`src/rtl/d_sram_like_bridge_pkg.sv`:
```
// Shared definitions for the sram-like bridges: FSM state encoding and bus size codes.
package d_sram_like_bridge_pkg;

    typedef enum logic [1:0] {
        IDLE = 2'd0,
        ADDR = 2'd1,
        DATA = 2'd2,
        DONE = 2'd3
    } bridgeStateT;

    localparam logic [1:0] SZ_BYTE = 2'd0;
    localparam logic [1:0] SZ_HALF = 2'd1;
    localparam logic [1:0] SZ_WORD = 2'd2;

endpackage

```
`src/rtl/d_sram_like_bridge_fsm.sv`:
```
// Split-transaction core shared by the data and instruction bridges; WRITE_EN=0
// strips the store path so the instruction side only ever issues reads.
module sram_like_fsm
    import d_sram_like_bridge_pkg::*;
#(
    parameter int ADDR_W   = 32,
    parameter int DATA_W   = 32,
    parameter bit WRITE_EN = 1'b1
) (
    input  logic                  clk,
    input  logic                  rst,
    input  logic                  en,
    input  logic [DATA_W/8-1:0]   wen,
    input  logic [1:0]            size,
    input  logic [ADDR_W-1:0]     addr,
    input  logic [DATA_W-1:0]     wdata,
    input  logic                  flush,
    input  logic                  longestStall,
    output logic [DATA_W-1:0]     rdata,
    output logic                  stall,
    output logic                  busReq,
    output logic                  busWr,
    output logic [1:0]            busSize,
    output logic [ADDR_W-1:0]     busAddr,
    output logic [DATA_W-1:0]     busWdata,
    input  logic                  busAddrOk,
    input  logic                  busDataOk,
    input  logic [DATA_W-1:0]     busRdata
);

    bridgeStateT          state_r;
    logic                 req_r;
    logic                 wr_r;
    logic [1:0]           size_r;
    logic [ADDR_W-1:0]    addr_r;
    logic [DATA_W-1:0]    wdata_r;
    logic [DATA_W-1:0]    rdata_r;
    logic                 flushed_r;

    // Stall must rise in the same cycle the access is presented, so it cannot be registered.
    assign stall    = en & ~flush & (state_r != DONE);
    assign busReq   = req_r;
    assign busWr    = wr_r;
    assign busSize  = size_r;
    assign busAddr  = addr_r;
    assign busWdata = wdata_r;
    assign rdata    = rdata_r;

    // Transaction sequencer: capture request on IDLE exit, hold it until the bus accepts,
    // then wait for the response and park in DONE until the pipeline moves.
    always_ff @(posedge clk) begin
        if (rst) begin
            state_r   <= IDLE;
            req_r     <= 1'b0;
            wr_r      <= 1'b0;
            size_r    <= 2'd0;
            addr_r    <= {ADDR_W{1'b0}};
            wdata_r   <= {DATA_W{1'b0}};
            rdata_r   <= {DATA_W{1'b0}};
            flushed_r <= 1'b0;
        end else begin
            case (state_r)
                IDLE: begin
                    flushed_r <= 1'b0;
                    if (en && !flush) begin
                        state_r <= ADDR;
                        req_r   <= 1'b1;
                        wr_r    <= WRITE_EN ? (|wen) : 1'b0;
                        size_r  <= size;
                        addr_r  <= addr;
                        wdata_r <= WRITE_EN ? wdata : {DATA_W{1'b0}};
                    end
                end
                ADDR: begin
                    // A flushed request still completes on the bus; only its result is dropped.
                    if (flush) begin
                        flushed_r <= 1'b1;
                    end
                    if (busAddrOk) begin
                        state_r <= DATA;
                        req_r   <= 1'b0;
                    end
                end
                DATA: begin
                    if (busDataOk) begin
                        if (flushed_r || flush) begin
                            state_r <= IDLE;
                        end else begin
                            state_r <= DONE;
                            if (!wr_r) begin
                                rdata_r <= busRdata;
                            end
                        end
                    end else if (flush) begin
                        flushed_r <= 1'b1;
                    end
                end
                DONE: begin
                    if (!longestStall) begin
                        state_r <= IDLE;
                    end
                end
                default: begin
                    state_r <= IDLE;
                    req_r   <= 1'b0;
                end
            endcase
        end
    end

endmodule

```
`src/rtl/d_sram_like_bridge.sv`:
```
// Data-side bridge: mem-stage single-cycle SRAM port to sram-like split-transaction bus.
module d_sram_like_bridge
    import d_sram_like_bridge_pkg::*;
#(
    parameter int ADDR_W = 32,
    parameter int DATA_W = 32
) (
    input  logic                  clk,
    input  logic                  rst,
    input  logic                  data_sram_en,
    input  logic [DATA_W/8-1:0]   data_sram_wen,
    input  logic [1:0]            data_sram_size,
    input  logic [ADDR_W-1:0]     data_sram_addr,
    input  logic [DATA_W-1:0]     data_sram_wdata,
    output logic [DATA_W-1:0]     data_sram_rdata,
    input  logic                  flush_i,
    input  logic                  longest_stall,
    output logic                  d_stall,
    output logic                  data_req,
    output logic                  data_wr,
    output logic [1:0]            data_size,
    output logic [ADDR_W-1:0]     data_addr,
    output logic [DATA_W-1:0]     data_wdata,
    input  logic                  data_addr_ok,
    input  logic                  data_data_ok,
    input  logic [DATA_W-1:0]     data_rdata
);

    sram_like_fsm #(
        .ADDR_W   (ADDR_W),
        .DATA_W   (DATA_W),
        .WRITE_EN (1'b1)
    ) uFsm (
        .clk          (clk),
        .rst          (rst),
        .en           (data_sram_en),
        .wen          (data_sram_wen),
        .size         (data_sram_size),
        .addr         (data_sram_addr),
        .wdata        (data_sram_wdata),
        .flush        (flush_i),
        .longestStall (longest_stall),
        .rdata        (data_sram_rdata),
        .stall        (d_stall),
        .busReq       (data_req),
        .busWr        (data_wr),
        .busSize      (data_size),
        .busAddr      (data_addr),
        .busWdata     (data_wdata),
        .busAddrOk    (data_addr_ok),
        .busDataOk    (data_data_ok),
        .busRdata     (data_rdata)
    );

endmodule

```
`config.mk`:
```
export PLATFORM = sky130hd
export DESIGN_NAME = d_sram_like_bridge
export DESIGN_NICKNAME = d
export VERILOG_FILES = /design/src/rtl/d_sram_like_bridge_pkg.sv /design/src/rtl/d_sram_like_bridge_fsm.sv /design/src/rtl/d_sram_like_bridge.sv
export SDC_FILE = /design/constraint.sdc
export NUM_CORES = 1
export LEC_CHECK = 0
export ABC_AREA = 1
export CORE_MARGIN = 4
export CORE_UTILIZATION = 38
export DETAILED_ROUTE_END_ITERATION = 8
export GPL_ROUTABILITY_DRIVEN = 0
export GPL_TIMING_DRIVEN = 0
export HOLD_SLACK_MARGIN = 0.15
export PLACE_DENSITY_LB_ADDON = 0.05
export SYNTH_ARGS = -nofsm -noshare
export SYNTH_HDL_FRONTEND = slang
export SYNTH_SLANG_ARGS = --single-unit
```
`constraint.sdc`:
```
create_clock -name clk -period 1.4 [get_ports clk]
set_input_delay 0.14 -clock clk [delete_from_list [all_inputs] [get_ports clk]]
set_output_delay 0.14 -clock clk [all_outputs]
set_load 0.01 [all_outputs]
```
### Word level (Yosys, flattened, before mapping)

Index checks and enable logic that the tools add are counted.

| cells by class | value |
|---|---|
| mux-type cells | 12 |
| bitwise logic cells | 5 |
| reductions and logical operators | 12 |
| eq/ne operators | 9 |

Operators by type and width:

| operator | count |
|---|---|
| 2-to-1 mux 2 bit | 5 |
| inequality test 2 bit, second input constant | 5 |
| one-hot mux 2 bit (4 select lines) | 1 |
| AND reduction 4 bit | 2 |
| equality test 2 bit, second input constant | 2 |
| 2-to-1 mux 1 bit | 4 |
| AND reduction 2 bit | 2 |
| OR reduction 4 bit | 1 |
| NOT 1 bit | 3 |
| one-hot mux 1 bit (3 select lines) | 1 |
| AND reduction 3 bit | 1 |
| nonzero test 3 bit | 1 |
| AND 1 bit | 2 |
| equality test 2 x 1 -> 1 bit, second input constant | 1 |
| logical NOT 2 bit | 1 |
| inequality test 2 x 1 -> 1 bit, second input constant | 1 |
| one-hot mux 1 bit (2 select lines) | 1 |
| nonzero test 2 bit | 1 |
| logical AND 1 bit | 1 |
| logical NOT 1 bit | 1 |
| logical OR 1 bit | 1 |

| storage, ports and cells | value |
|---|---|
| bits of input ports | 109 |
| logic and storage cells | 46 |
| register bits | 103 |
| output and inout port bits | 101 |

### Logic depth before layout (Yosys ltp)

| depth | value |
|---|---|
| depth in word-level cells | 4 |
| depth in mapped cells | 8 |
| gate-level depth less buffers | 8 |

### Worst setup path before layout

No wires, ideal clock.

| path | value |
|---|---|
| kind | reg2reg |
| start point | reg uFsm.state_r[0] |
| end point | reg uFsm.addr_r[10], in the netlist uFsm.busAddr[10] |
| path buffers | 2 |
| setup time | 119 ps |
| cell stages (with the launch flop) | 7 |
| data required time | 1281 ps |
| arrival time | 1213 ps |
| setup slack | 68 ps |
| clock period less this slack | 1332 ps |
| cell sequence | dfxtp_1 inv_1 ha_1 nand3_2 buf_2 buf_2 a21oi_1 |

| on the way | value |
|---|---|
| cells in the longest elaborated chain, start to end | 2 |

Ends and longest elaborated chain:

| item | RTL line | source |
|---|---|---|
| start, declared | d_sram_like_bridge_fsm.sv:31 | `bridgeStateT state_r;` |
| start signal, assigned | d_sram_like_bridge_fsm.sv:53 | `state_r <= IDLE;` |
| start signal, assigned | d_sram_like_bridge_fsm.sv:66 | `state_r <= ADDR;` |
| start signal, assigned | d_sram_like_bridge_fsm.sv:80 | `state_r <= DATA;` |
| logical NOT 2 bit | d_sram_like_bridge_fsm.sv:62 | `case (state_r)` |
| AND reduction 2 bit (no source line) | - |  |
| end signal, assigned | d_sram_like_bridge_fsm.sv:57 | `addr_r <= {ADDR_W{1'b0}};` |
| end signal, assigned | d_sram_like_bridge_fsm.sv:70 | `addr_r <= addr;` |
| end, declared | d_sram_like_bridge_fsm.sv:35 | `logic [ADDR_W-1:0] addr_r;` |

Every way passes these cells.
A chain may end at the register's enable or synchronous reset.

### Worst setup path after layout

| path | value |
|---|---|
| start point | reg uFsm.state_r[1] |
| end point | reg uFsm.addr_r[5], in the netlist uFsm.busAddr[5] |

Same word-level chain as after synthesis.

==> results.toml <==
[floorplan]
dieHeight_microns = 109
floorplan.io_pins = 210
core_area_sq_um = 9860
design.die.area_sq_um = 11900
initial_cell_density_of_the_core = 0.393
dieWidth_microns = 109
row_count = 36

[placement]
placement.setup.worst_slack_ns = -0.335
hpwl_reported_at_the_end_of_detailed_placement_mm = 8.93
port_buffers = 208

[sta]
rsz_0062_raised_after_global_routing = "true"
setup_tns_ns = 0
period_minus_slack_ns = 1.35
timing.final.crit_share = 0.966
setup_violations = 0
hold_viol_final = 0
timing.slew.headroom = 0.700
clock-skew-final_ns = 0.00727
postLayoutSetupSlackWorst_ns = 0.0482
worst_slew_pin_slew_ns = 0.449
clock.fmax_mhz = 740
drv_slew = 0

[detailed_routing]
wire_per_inst_microns = 14.3
route.vias.total = 4005
drt-met1-wl_mm = 4.76
drtAntennaViolNets = 0
detail_route.first_pass.iterations = 4
detail_route.vias_per_cell = 4.70
detail_route.iter0.violations = 177
detailroute.wirelength.met3_mm = 1.09
topRoutingLayerUsed = "met4"
postRouteWirelength_mm = 12.2
detailroute.wirelength.met2_mm = 6.12
drc = 0

[cts]
cts.sinks = 103
cts.path.max_buffers = 2
cts.reportedPaths.clkPinSlew_ns = 0.09
h-tree-depth = 3
cts_tree = "built"
cts_buffers = 9
clk_root_buffer_cell = "sky130_fd_sc_hd__clkbuf_8"
insertion_delay_of_the_later_clocked_pin_in_the_worst_skew_pair_ns = 0.36

[synth]
synthSimpleGateAreaFrac = 0.114
synth_top_family_by_area = "compound AO/OA/AOI/OAI gates"
netlist_top_cells_area = "sky130_fd_sc_hd__dfxtp_1, sky130_fd_sc_hd__a21oi_1, sky130_fd_sc_hd__o21ai_0, sky130_fd_sc_hd__inv_1, sky130_fd_sc_hd__nand2_1"
ys_types = 20
syn-num-nets = 600
synth.area.mux_share = 0
synth_fa_ha_area_frac = 0.0129
synth_xor_area_frac = 0
synth_top_area_frac = 0.532
synth_compound_gate_area_share = 0.220
post_synth_inst_count = 487
synth_area_sq_um = 3880
synth.yosys.seq_area_share = 0.532
synthesis.area_per_instance_sq_um = 7.96
synth_warnings = 0
yosys_register_bits = 103
yosys.area.top_type = "sky130_fd_sc_hd__dfxtp_1"

[cells_and_area]
drive_gt1_frac = 0.182
antenna_cells_inserted = 0
mostFrequentLayoutCell = "sky130_fd_sc_hd__clkdlybuf4s50_1"
area.growth.synth_to_final_pct = 74.3
util_after_layout = 0.685
layout.area.seq_sq_um = 2070
final_net_count = 827
mostFrequentLayoutCells = "sky130_fd_sc_hd__clkdlybuf4s50_1, sky130_fd_sc_hd__dfxtp_1, sky130_fd_sc_hd__dlygate4sd2_1"
layout.filler_cells = 847
multi_input_area_sq_um = 1630

[worst_setup_path]
slowest_stage_delay_on_critical_path_ns = 0.38
critPathRequiredTime_ns = 1.69
cp_slowest_cell = "sky130_fd_sc_hd__dfxtp_4"
timing_worst_setup_path_type = "flop to flop"
critPathArrivalTime_ns = 1.65
timing.critical_path.to_type = "flop"
worstPathMaxFanout = 10
worstSetupStartpointType = "flop"
r2r_cells = 7
critical_path.cell_chain = "inv_4 -> ha_4 -> nand3_4 -> buf_4 -> buf_8 -> buf_6 -> a21oi_1"

[power_and_ir_drop]
p_seq_frac = 0.442
power-per-cell-area_nw_per_um2 = 1210
internal-power_w = 0.00560
max-vdd-ir-drop_v = 0.000588
netSwitchingPower_w = 0.00259
switching_share = 0.317
comb_power_share = 0.331
power.leakage_nw = 3.14
clock_power_share = 0.226

[global_route]
antenna_violations_before_repair = 0
aggregate_global_routing_overflow = 0
grtUsageTotal = 0.191
grt_first_pass_wirelength_mm = 17.9
first_global_vias = 3813
maximum_number_of_pins_on_one_net_before_global_route_repair = 16

[min_path]
whs_path_depth = 3
min_path_type = "primary input to flop"

[flow_run]
max_cap_violations = 0

[outcome]
outcome = "completed"
final cells by class:
cell class                 count  share of cell area
clock buffer                  13              0.0220
inverter                      77              0.0435
multi-input combinational    273               0.241
timing repair buffer         216               0.314
tap                          133              0.0246
sequential                   103               0.306
buffer                        34              0.0424
clock inverter                 3             0.00629
kinds of logic (layout without fill, tap and decap cells):
kind of cell / Yosys count / in the layout
flops: 103 / 103
buf+inv: 111 / 343
fa+ha+maj: 4 / 4
simple gates: 99 / 99
compound gates: 170 / 170
critical path: cells and delay by family, from the launching register on:
kind | cells | cell delay (ns)
AO/OA/AOI/OAI | 1 | 0.14
AND/OR/NAND/NOR | 1 | 0.09
buffers and inverters | 4 | 0.51
flip-flops | 1 | 0.38
adder cells (fa/ha/maj) | 1 | 0.15
cell usage after synthesis:
library cell	count
sky130_fd_sc_hd__nand4_1	1
sky130_fd_sc_hd__inv_1	75
sky130_fd_sc_hd__buf_1	1
sky130_fd_sc_hd__buf_4	2
sky130_fd_sc_hd__nand3_2	2
sky130_fd_sc_hd__dfxtp_1	103
sky130_fd_sc_hd__nor2_2	1
sky130_fd_sc_hd__inv_2	2
sky130_fd_sc_hd__o21ai_0	69
sky130_fd_sc_hd__nand3_1	33
sky130_fd_sc_hd__nor2_4	1
sky130_fd_sc_hd__a21oi_1	100
sky130_fd_sc_hd__nor2_1	12
sky130_fd_sc_hd__buf_6	4
sky130_fd_sc_hd__ha_1	4
sky130_fd_sc_hd__a21oi_2	1
sky130_fd_sc_hd__buf_2	14
sky130_fd_sc_hd__nand2_1	48
sky130_fd_sc_hd__clkbuf_1	13
sky130_fd_sc_hd__nand2_2	1
path summary, 6_finish.rpt:
kind | endpoint | startpoint | slack, ns
max | uFsm.busAddr[5] | uFsm.state_r[1] | 0.05
min reg2reg | uFsm.busAddr[19] | uFsm.busAddr[19] | 0.44
max reg2reg | uFsm.busAddr[5] | uFsm.state_r[1] | 0.05
min | uFsm.rdata[14] | data_rdata[14] | 0.35
power by group through the flow:
| stage | Sequential (W) | Clock, W | Combinational, W |
|---|---|---|---|
| final | 0.00362 | 0.00185 | 0.00271 |
| after global routing | 0.00368 | 0.00202 | 0.00298 |
| after CTS | 0.00361 | 0.00192 | 0.00244 |
| after detailed placement | 0.00368 | 0 | 0.00250 |
| after global placement | 0.00366 | 0 | 0.00247 |
| after floorplan | 0.00386 | 0 | 0.000893 |
what timing repair did:
item                       CTS  global route
hold buffers                 1             0
setup endpoints to repair  180           116
buffers inserted             4             2
hold endpoints to repair     4             0
gates resized for setup    118           180
gates cloned                 1             0
pin swaps                    2             2
stage by stage:
step                instance area (sq um)  total power [W]  hold WS, ns  cells
detailed placement                   6130          0.00618        0.337    828
CTS                                  6380          0.00797        0.329    850
floorplan                            3880          0.00475        0.280    487
global placement                     6130          0.00613        0.336    828
global route                         6760          0.00868        0.353    852
finish                               6760          0.00819        0.348    852
per-layer routing:
metal | up-vias | GRT usage
li1 | 2029 | -
met1 | 1814 | 0.211
met2 | 140 | 0.329
met3 | 22 | 0.0699
met4 | 0 | 0.0803
met5 | - | 0
state kept, by name, indices dropped and copies added (netlist names):
register / cells
uFsm.busAddr: 32
uFsm.busReq: 1
uFsm.busSize: 2
uFsm.busWdata: 32
uFsm.busWr: 1
uFsm.flushed_r: 1
uFsm.rdata: 32
uFsm.state_r: 2
Power figures use the tool's default switching activity.
